File: src/rtl/sram_bus_arbiter_pkg.sv
// Shared types and helpers for the SRAM bus arbiter: FSM states, grant codes,
// the latched RAM command and the winner-selection rule.
package sram_bus_arbiter_pkg;

  typedef enum logic [1:0] {
    ArbIdle   = 2'd0,
    ArbAccIf  = 2'd1,
    ArbAccMem = 2'd2
  } arb_state_t;

  typedef enum logic [1:0] {
    GrantNone = 2'd0,
    GrantIf   = 2'd1,
    GrantMem  = 2'd2
  } grant_t;

  typedef struct packed {
    logic        we;
    logic [31:0] addr;
    logic [3:0]  sel;
    logic [31:0] wdata;
  } ram_cmd_t;

  localparam int         STARVE_W = 4;
  localparam logic [3:0] IF_SEL   = 4'hF;

  // MEM normally wins; a saturated starvation count hands the slot to a waiting IF.
  function automatic grant_t pick_grant(input logic if_elig, input logic mem_elig,
                                        input logic if_forced);
    if (mem_elig && !(if_forced && if_elig)) return GrantMem;
    if (if_elig) return GrantIf;
    return GrantNone;
  endfunction

endpackage

File: src/rtl/sram_bus_arbiter_inst_buf.sv
// One-entry instruction buffer: word-tag lookup, fill on every SRAM fetch,
// invalidation when a MEM write lands on the buffered word.
module sram_bus_arbiter_inst_buf (
  input  logic        clk,
  input  logic        rst,
  input  logic [29:0] lookup_tag,
  output logic        hit,
  output logic [31:0] hit_data,
  input  logic        fill_en,
  input  logic [29:0] fill_tag,
  input  logic [31:0] fill_data,
  input  logic        inval_en,
  input  logic [29:0] inval_tag
);

  logic        valid_reg;
  logic [29:0] tag_reg;
  logic [31:0] data_reg;

  always_ff @(posedge clk) begin
    if (rst) begin
      valid_reg <= 1'b0;
      tag_reg   <= '0;
      data_reg  <= '0;
    end else if (fill_en) begin
      valid_reg <= 1'b1;
      tag_reg   <= fill_tag;
      data_reg  <= fill_data;
    end else if (inval_en && (inval_tag == tag_reg)) begin
      valid_reg <= 1'b0;
    end
  end

  assign hit      = valid_reg && (tag_reg == lookup_tag);
  assign hit_data = data_reg;

endmodule

File: src/rtl/sram_bus_arbiter.sv
// Shares the RAMWrapper SRAM/UART port between instruction fetch and the MEM stage.
// Define ARB_INST_BUF_EN to add a one-entry instruction buffer in front of the fetch path.
module sram_bus_arbiter
  import sram_bus_arbiter_pkg::*;
#(
  parameter int MAX_MEM_BURST = 4
) (
  input  logic        clk,
  input  logic        rst,
  input  logic        if_req_i,
  input  logic [31:0] if_addr_i,
  output logic        if_ack_o,
  output logic [31:0] if_data_o,
  input  logic        mem_req_i,
  input  logic        mem_we_i,
  input  logic [31:0] mem_addr_i,
  input  logic [3:0]  mem_sel_i,
  input  logic [31:0] mem_data_i,
  output logic        mem_ack_o,
  output logic [31:0] mem_data_o,
  output logic        ram_ce_o,
  output logic        ram_we_o,
  output logic [31:0] ram_addr_o,
  output logic [3:0]  ram_sel_o,
  output logic [31:0] ram_wdata_o,
  input  logic [31:0] ram_rdata_i,
  output logic        stall_req_o
);

  localparam logic [STARVE_W-1:0] MaxBurst = STARVE_W'(MAX_MEM_BURST);

  arb_state_t          state_reg;
  logic [STARVE_W-1:0] starve_cnt_reg;
  logic                if_elig;
  logic                mem_elig;
  logic                if_sram_elig;
  logic                buf_hit;
  logic [31:0]         buf_data;
  grant_t              grant;
  ram_cmd_t            cmd;

  // The ack cycle still shows the old request held high, so that requester sits out.
  assign if_elig      = if_req_i & ~if_ack_o;
  assign mem_elig     = mem_req_i & ~mem_ack_o;
  assign if_sram_elig = if_elig & ~buf_hit;
  assign stall_req_o  = (if_req_i & ~if_ack_o) | (mem_req_i & ~mem_ack_o);

`ifdef ARB_INST_BUF_EN
  logic buf_lookup_hit;

  sram_bus_arbiter_inst_buf u_inst_buf (
    .clk        (clk),
    .rst        (rst),
    .lookup_tag (if_addr_i[31:2]),
    .hit        (buf_lookup_hit),
    .hit_data   (buf_data),
    .fill_en    (state_reg == ArbAccIf),
    .fill_tag   (ram_addr_o[31:2]),
    .fill_data  (ram_rdata_i),
    .inval_en   ((state_reg == ArbAccMem) && ram_we_o),
    .inval_tag  (ram_addr_o[31:2])
  );

  assign buf_hit = (state_reg == ArbIdle) & if_elig & buf_lookup_hit;
`else
  assign buf_hit  = 1'b0;
  assign buf_data = '0;
`endif

  always_comb begin
    grant = GrantNone;
    cmd   = '0;
    if (state_reg == ArbIdle) begin
      grant = pick_grant(if_sram_elig, mem_elig, starve_cnt_reg == MaxBurst);
    end
    if (grant == GrantIf) begin
      cmd = '{we: 1'b0, addr: if_addr_i, sel: IF_SEL, wdata: 32'h0};
    end else if (grant == GrantMem) begin
      cmd = '{we: mem_we_i, addr: mem_addr_i, sel: mem_sel_i, wdata: mem_data_i};
    end
  end

  always_ff @(posedge clk) begin
    if (rst) begin
      state_reg   <= ArbIdle;
      ram_ce_o    <= 1'b0;
      ram_we_o    <= 1'b0;
      ram_addr_o  <= '0;
      ram_sel_o   <= '0;
      ram_wdata_o <= '0;
      if_ack_o    <= 1'b0;
      mem_ack_o   <= 1'b0;
      if_data_o   <= '0;
      mem_data_o  <= '0;
    end else begin
      if_ack_o  <= 1'b0;
      mem_ack_o <= 1'b0;
      unique case (state_reg)
        ArbIdle: begin
          // A buffer hit answers IF directly and leaves the bus free for MEM.
          if (buf_hit) begin
            if_ack_o  <= 1'b1;
            if_data_o <= buf_data;
          end
          if (grant != GrantNone) begin
            state_reg   <= (grant == GrantIf) ? ArbAccIf : ArbAccMem;
            ram_ce_o    <= 1'b1;
            ram_we_o    <= cmd.we;
            ram_addr_o  <= cmd.addr;
            ram_sel_o   <= cmd.sel;
            ram_wdata_o <= cmd.wdata;
          end
        end
        ArbAccIf, ArbAccMem: begin
          if (state_reg == ArbAccIf) begin
            if_ack_o  <= 1'b1;
            if_data_o <= ram_rdata_i;
          end else begin
            mem_ack_o  <= 1'b1;
            mem_data_o <= ram_we_o ? 32'h0 : ram_rdata_i;
          end
          state_reg   <= ArbIdle;
          ram_ce_o    <= 1'b0;
          ram_we_o    <= 1'b0;
          ram_addr_o  <= '0;
          ram_sel_o   <= '0;
          ram_wdata_o <= '0;
        end
        default: state_reg <= ArbIdle;
      endcase
    end
  end

  // Counts MEM wins while IF waits; any IF service or an idle IF port resets it.
  always_ff @(posedge clk) begin
    if (rst) begin
      starve_cnt_reg <= '0;
    end else if (!if_req_i || (grant == GrantIf) || buf_hit) begin
      starve_cnt_reg <= '0;
    end else if ((grant == GrantMem) && (starve_cnt_reg < MaxBurst)) begin
      starve_cnt_reg <= starve_cnt_reg + 1'b1;
    end
  end

endmodule

File: config.mk
export PLATFORM = sky130hd
export DESIGN_NAME = sram_bus_arbiter
export DESIGN_NICKNAME = d
export VERILOG_FILES = /design/src/rtl/sram_bus_arbiter_pkg.sv /design/src/rtl/sram_bus_arbiter_inst_buf.sv /design/src/rtl/sram_bus_arbiter.sv
export SDC_FILE = /design/constraint.sdc
export NUM_CORES = 1
export LEC_CHECK = 0
export ABC_AREA = 1
export BUFFER_PORTS_ARGS = -buffer_cell sky130_fd_sc_hd__buf_2
export CORE_AREA = 5 5 136 99
export DETAILED_ROUTE_END_ITERATION = 6
export DIE_AREA = 0 0 141 104
export PLACE_DENSITY = 0.84
export SETUP_SLACK_MARGIN = 0.15
export SYNTH_ARGS = -nofsm -noshare
export SYNTH_HDL_FRONTEND = slang
export SYNTH_HIERARCHICAL = 1
export SYNTH_SLANG_ARGS = --single-unit
File: constraint.sdc
create_clock -name clk -period 3.75 [get_ports clk]
set_clock_uncertainty 0.05 [all_clocks]
set_input_delay 0.1875 -clock clk [delete_from_list [all_inputs] [get_ports clk]]
set_output_delay 0.1875 -clock clk [all_outputs]
set_load 0.03 [all_outputs]
==> results of run 1 <==
## final cells by class
class                   instances  share of cell area
clock inverters                13              0.0227
flip-flops and latches        142               0.344
repair buffers                327               0.229
inverters                      47              0.0213
clock buffers                  19              0.0523
well taps                     162              0.0245
multi-input cells             509               0.307
## synthesized netlist by cell type
cell,n
nand3_4,1
buf_4,1
nor3_1,2
ha_1,5
inv_2,3
nor2_1,5
nand2_1,111
clkbuf_1,42
nor2_2,2
buf_1,10
or2_2,1
nor4_1,1
nor2_4,2
nand2_4,1
o21ai_4,1
nand4_1,36
buf_6,6
o21ai_0,33
dfxtp_1,142
inv_1,44
a211oi_1,1
buf_2,15
a21oi_1,136
nand3_1,171
## critical path, delay by kind of cell, from the launching register on
| family | cells | cell delay (ps) |
|---|---|---|
| AND/OR/NAND/NOR | 2 | 780 |
| adder cells (fa/ha/maj) | 1 | 150 |
| buffers and inverters | 4 | 1090 |
| flip-flops | 1 | 340 |
| AO/OA/AOI/OAI | 1 | 170 |
## power groups by stage
| stage | registers (mW) | clock network [mW] | logic, mW |
|---|---|---|---|
| 3_3_place_gp | 1.76 | 0 | 1.11 |
| 6_report | 1.74 | 1.77 | 1.17 |
| 5_1_grt | 1.76 | 1.86 | 1.27 |
| 2_1_floorplan | 2.05 | 0 | 0.516 |
| 4_1_cts | 1.74 | 1.78 | 1.16 |
| 3_5_place_dp | 1.77 | 0 | 1.12 |
## layout by cell type (no fill, tap or decap), types with 2 or more instances in the layout
cell type,count
clkbuf_16,17
clkinvlp_4,3
nand2_1,110
nor2_1,5
nor2_2,2
nand3_1,171
bufinv_16,4
inv_1,44
dlygate4sd3_1,47
nand4_1,36
nor3_1,2
o21ai_0,33
clkinv_2,2
clkbuf_1,2
nor2_4,2
ha_1,4
a21oi_1,136
inv_6,3
buf_2,272
inv_2,3
buf_4,8
dfxtp_1,142
## path summary, 6_finish.rpt
check	start	to	slack (ps)	cells past startpoint
min	ram_rdata_i[0]	mem_data_o[0]	10	3
max	state_reg[0]	ram_wdata_o[22]	1080	8
max reg2reg	state_reg[0]	ram_wdata_o[22]	1080	8
min reg2reg	mem_data_o[20]	mem_data_o[20]	410	2
## per-stage QoR
| stage | area (sq um) | std cells | utilization |
|---|---|---|---|
| global route | 8270 | 1219 | 0.685 |
| finish | 8270 | 1219 | 0.685 |
| CTS | 8270 | 1219 | 0.685 |
| global placement | 7180 | 1140 | 0.595 |
| detailed placement | 7180 | 1140 | 0.595 |
| floorplan | 5900 | 772 | - |
## what timing repair did
action / 4_1_cts / 5_1_grt
endpoints found under the setup margin: 0 / 0
endpoints found under the hold margin: 50 / 0
hold buffers: 47 / 0
## cell families (layout without fill, tap and decap cells)
family / after synthesis / count (layout) / share of synthesized area
AO/OA/AOI/OAI: 171 / 171 / 0.147
AND/OR/NAND/NOR: 333 / 333 / 0.272
adder cells (fa/ha/maj): 5 / 5 / 0.0106
flip-flops: 142 / 142 / 0.482
buffers and inverters: 121 / 406 / 0.0884
## routing by layer
| metal | vias up | global-route usage |
|---|---|---|
| met5 | - | 0 |
| met4 | 0 | 0.0871 |
| met3 | 29 | 0.0584 |
| met2 | 291 | 0.402 |
| met1 | 3010 | 0.333 |
| li1 | 3191 | - |
==> metrics.csv, run 1 <==
metric,value,unit
antenna_found_initial,0,
grt.overflow.total,0,
grt_pass1_wl,30600,um
cts_resized,0,
startpoint_type,flop,
p_clk_frac,0.378,
syn_inst,772,
netlist.area_leader.share,0.482,
area_growth,40.3,%
power_density,565,nW/um^2
seq_area,2840,sq um
n_antenna_cell,0,
finalMaxSlewViolations,0,
fillers,971,
preCtsSetupSlack,1140,ps
crit_fanout,42,
power_switching,1.55,mW
drtIter0Drc,386,
wl_met2,9210,um
crit_chain,inv_1 -> ha_1 -> buf_4 -> inv_1 -> nand2_2 -> buf_4 -> nand3_1 -> a21oi_1,
syn_nets,914,
max-vdd-ir-drop,396,uV
cts_max_path_buffers,2,
cts_root_buffer,clkbuf_16,
status,completed,
hold_ws,11.0,ps
setup_tns,0,ps
hpwl,12600,um
cts_tree,done,
core-area,12100,sq um
cp.required,4020,ps
syn-cell-area,5900,sq um
final_antenna_net_count,0,
cts.sinks,142,
dr.pass1.iters,5,
postCtsSetupBuffers,0,
rsz0062_at_grt,no,
power,4.68,mW
grt_start_max_net_pins,72,
max_freq,374,MHz
synth.avg_cell_area,7.64,sq um
drc_errors,0,
vias,6521,
synth_area_leaders,"dfxtp_1, nand3_1, a21oi_1, nand2_1, nand4_1",
initial_core_util,0.488,
drv_cap,0,
wirelength,19100,um
gr-usage-all-layers,0.251,
port_buffers,273,
synth_cell_types,24,
finalSetupViolations,0,
met3_length,1640,um
dieHeight,104,um
ys_seq_area_frac,0.482,
cp-end-kind,flop,
final_net_count,1186,
die_area,14700,sq um
hold_path_class,in2reg,
layout-drive-gt1-share,0.306,
critical_path.max_stage_delay,660,ps
leakagePower,3.95,nW
h-tree-depth,4,
routabilityCongestion,0.893,
ys_ff_latch,142,
period_share,0.712,
clk_latency,400,ps
grt_pass1_vias,5964,
ys_warn_count,6,
tightest_slew,1180,ps
clkTransAtPathRegs,60,ps
slew_headroom,0.215,
numCtsBuffers,17,
top_layer_used,met4,
worstSetupPathType,reg2reg,
p_int,3.13,mW
routedWlPerCell,15.7,um
hold_violations,0,
row_count,34,
p_sw_frac,0.331,
via_per_inst,5.35,
multi_input_area,2540,sq um
die_x,141,um
setup_ws,1080,ps
io-pin-count,274,
p_seq_frac,0.372,
worstPathArrival,2940,ps
combPwrFrac,0.250,
post-route-min-period,2670,ps
wl_met1,7890,um
slowest_stage,nand2_2,
synth_area_leader_cell,dfxtp_1,
No activity file was read; power rests on OpenSTA's default activity.
==> run 2: changes to the inputs <==
Settings changed: CORE_AREA 5 5 136 99 to 5 5 140 102, DIE_AREA 0 0 141 104 to 0 0 145 107, PLACE_DENSITY 0.84 to 0.8.
Clock period 3.75 ns to 2.5 ns, I/O delays scaled along.
==> run 2 against run 1 <==
- highest routed layer unchanged
- sequential power up 49%
- largest power group is now sequential cells
- register-to-register slack lost 740 ps
- die area rose by 5.8%
- largest cell class unchanged
==> metrics.csv, run 2 (synthesis gave the netlist of run 1 again) <==
metric,value,unit
slew_headroom,0.638,
die_x,145,um
via_per_inst,5.37,
drtIter0Drc,592,
dpl_cell_area,7320,sq um
preCtsSetupSlack,498,ps
max-vdd-ir-drop,559,uV
layout_common_cells,"buf_2, nand3_1, dfxtp_1",
dp_cells,1155,
cts_max_path_buffers,2,
grt_pass1_wl,32500,um
cp-end-kind,flop,
dieHeight,107,um
design_area,8540,sq um
gr-usage-all-layers,0.253,
worstPathArrival,2430,ps
n_antenna_cell,0,
grt.overflow.total,0,
post-route-min-period,2160,ps
period_share,0.865,
h-tree-depth,4,
power,6.89,mW
die_area,15500,sq um
power_density,806,nW/um^2
p_sw_frac,0.354,
cts.sinks,142,
area_growth,44.8,%
mostFrequentLayoutCell,buf_2,
combPwrFrac,0.270,
antenna_found_initial,0,
drc_errors,0,
p_seq_frac,0.378,
fillers,1074,
hold_path_class,in2reg,
setup_ws,338,ps
leakagePower,4.09,nW
cts_tree,done,
p_int,4.45,mW
instances_no_fill,1252,
postCtsSetupBuffers,0,
port_buffers,273,
crit_fanout,33,
hpwl,12700,um
drv_cap,0,
routabilityCongestion,0.834,
status,completed,
finalSetupViolations,0,
grt_pass1_vias,6292,
row_count,35,
setup_tns,0,ps
initial_core_util,0.460,
layout-drive-gt1-share,0.309,
routedWlPerCell,16.2,um
finalMaxSlewViolations,0,
grt_start_max_net_pins,76,
worstSetupPathType,reg2reg,
core-area,12800,sq um
numCtsBuffers,17,
wirelength,20200,um
io-pin-count,274,
cts_root_buffer,clkbuf_16,
final_antenna_net_count,0,
power_switching,2.44,mW
final_net_count,1215,
tightest_slew,543,ps
vias,6719,
startpoint_type,flop,
clkTransAtPathRegs,60,ps
rsz0062_at_grt,no,
rrSetupSlack,340,ps
clk_latency,400,ps
hold_violations,0,
max_freq,463,MHz
cp.required,2760,ps
dr.pass1.iters,5,
p_clk_frac,0.351,
==> run 2: changes by cell type in the layout (fill, tap and decap cells not counted) <==
cell and change:
bufinv_16 -4, clkbuf_1 -2, buf_12 +4, inv_8 +2, clkinvlp_4 -2, clkinv_4 +3, clkbuf_8 +2, dlygate4sd3_1 +18
inv_6 +3, buf_4 +7, clkinv_2 -2
==> run 2: cell type report <==
cell class              instances  area [sq um]  area share
clock buffers                  19           453      0.0530
flip-flops and latches        142          2840       0.333
clock inverters                13           118      0.0138
well taps                     166           208      0.0243
multi-input cells             509          2540       0.297
repair buffers                356          2200       0.258
inverters                      47           176      0.0207
==> run 2: path summary, 6_finish.rpt <==
path,from,endpoint,cells after the start
setup / recovery,state_reg[0],ram_wdata_o[9],7
hold / removal,if_addr_i[30],ram_addr_o[30],5
setup reg to reg,state_reg[0],ram_wdata_o[9],7
hold reg to reg,mem_data_o[12],mem_data_o[12],2
==> run 2: per-layer routing <==
metal  vias to the layer above  track usage  share of wire
li1                       3253            -              -
met1                      3103        0.325           0.42
met2                       322        0.405           0.47
met3                        41       0.0735          0.085
met4                         0       0.0901          0.023
met5                         -            0              0
==> run 2: power by group through the flow <==
stage          combinational, mW  sequential (mW)  clock (mW)
2_1_floorplan              0.773             3.07           0
3_3_place_gp                1.74             2.64           0
3_5_place_dp                1.76             2.65           0
4_1_cts                     1.84             2.60        2.46
5_1_grt                     2.01             2.63        2.58
6_report                    1.86             2.60        2.42
==> run 2: critical path, cell delays in order, from the launching register on <==
cell and delay [ps]:
dfxtp_1 330, inv_1 80, ha_1 360, inv_1 200
nor2_2 260, buf_4 370, nand3_1 190, a21oi_1 220
==> run 2: timing repair <==
action / CTS / global route
gates resized for setup: 0 / 0
endpoints found under the hold margin: 97 / 0
hold buffers: 65 / 0
==> run 2: metrics by stage <==
| stage | hold WS (ps) | util |
|---|---|---|
| after floorplan | 207 | - |
| after global placement | 325 | 0.571 |
| after detailed placement | 317 | 0.571 |
| after CTS | 8.16 | 0.666 |
| after global routing | 25.0 | 0.666 |
| final | 18.4 | 0.666 |
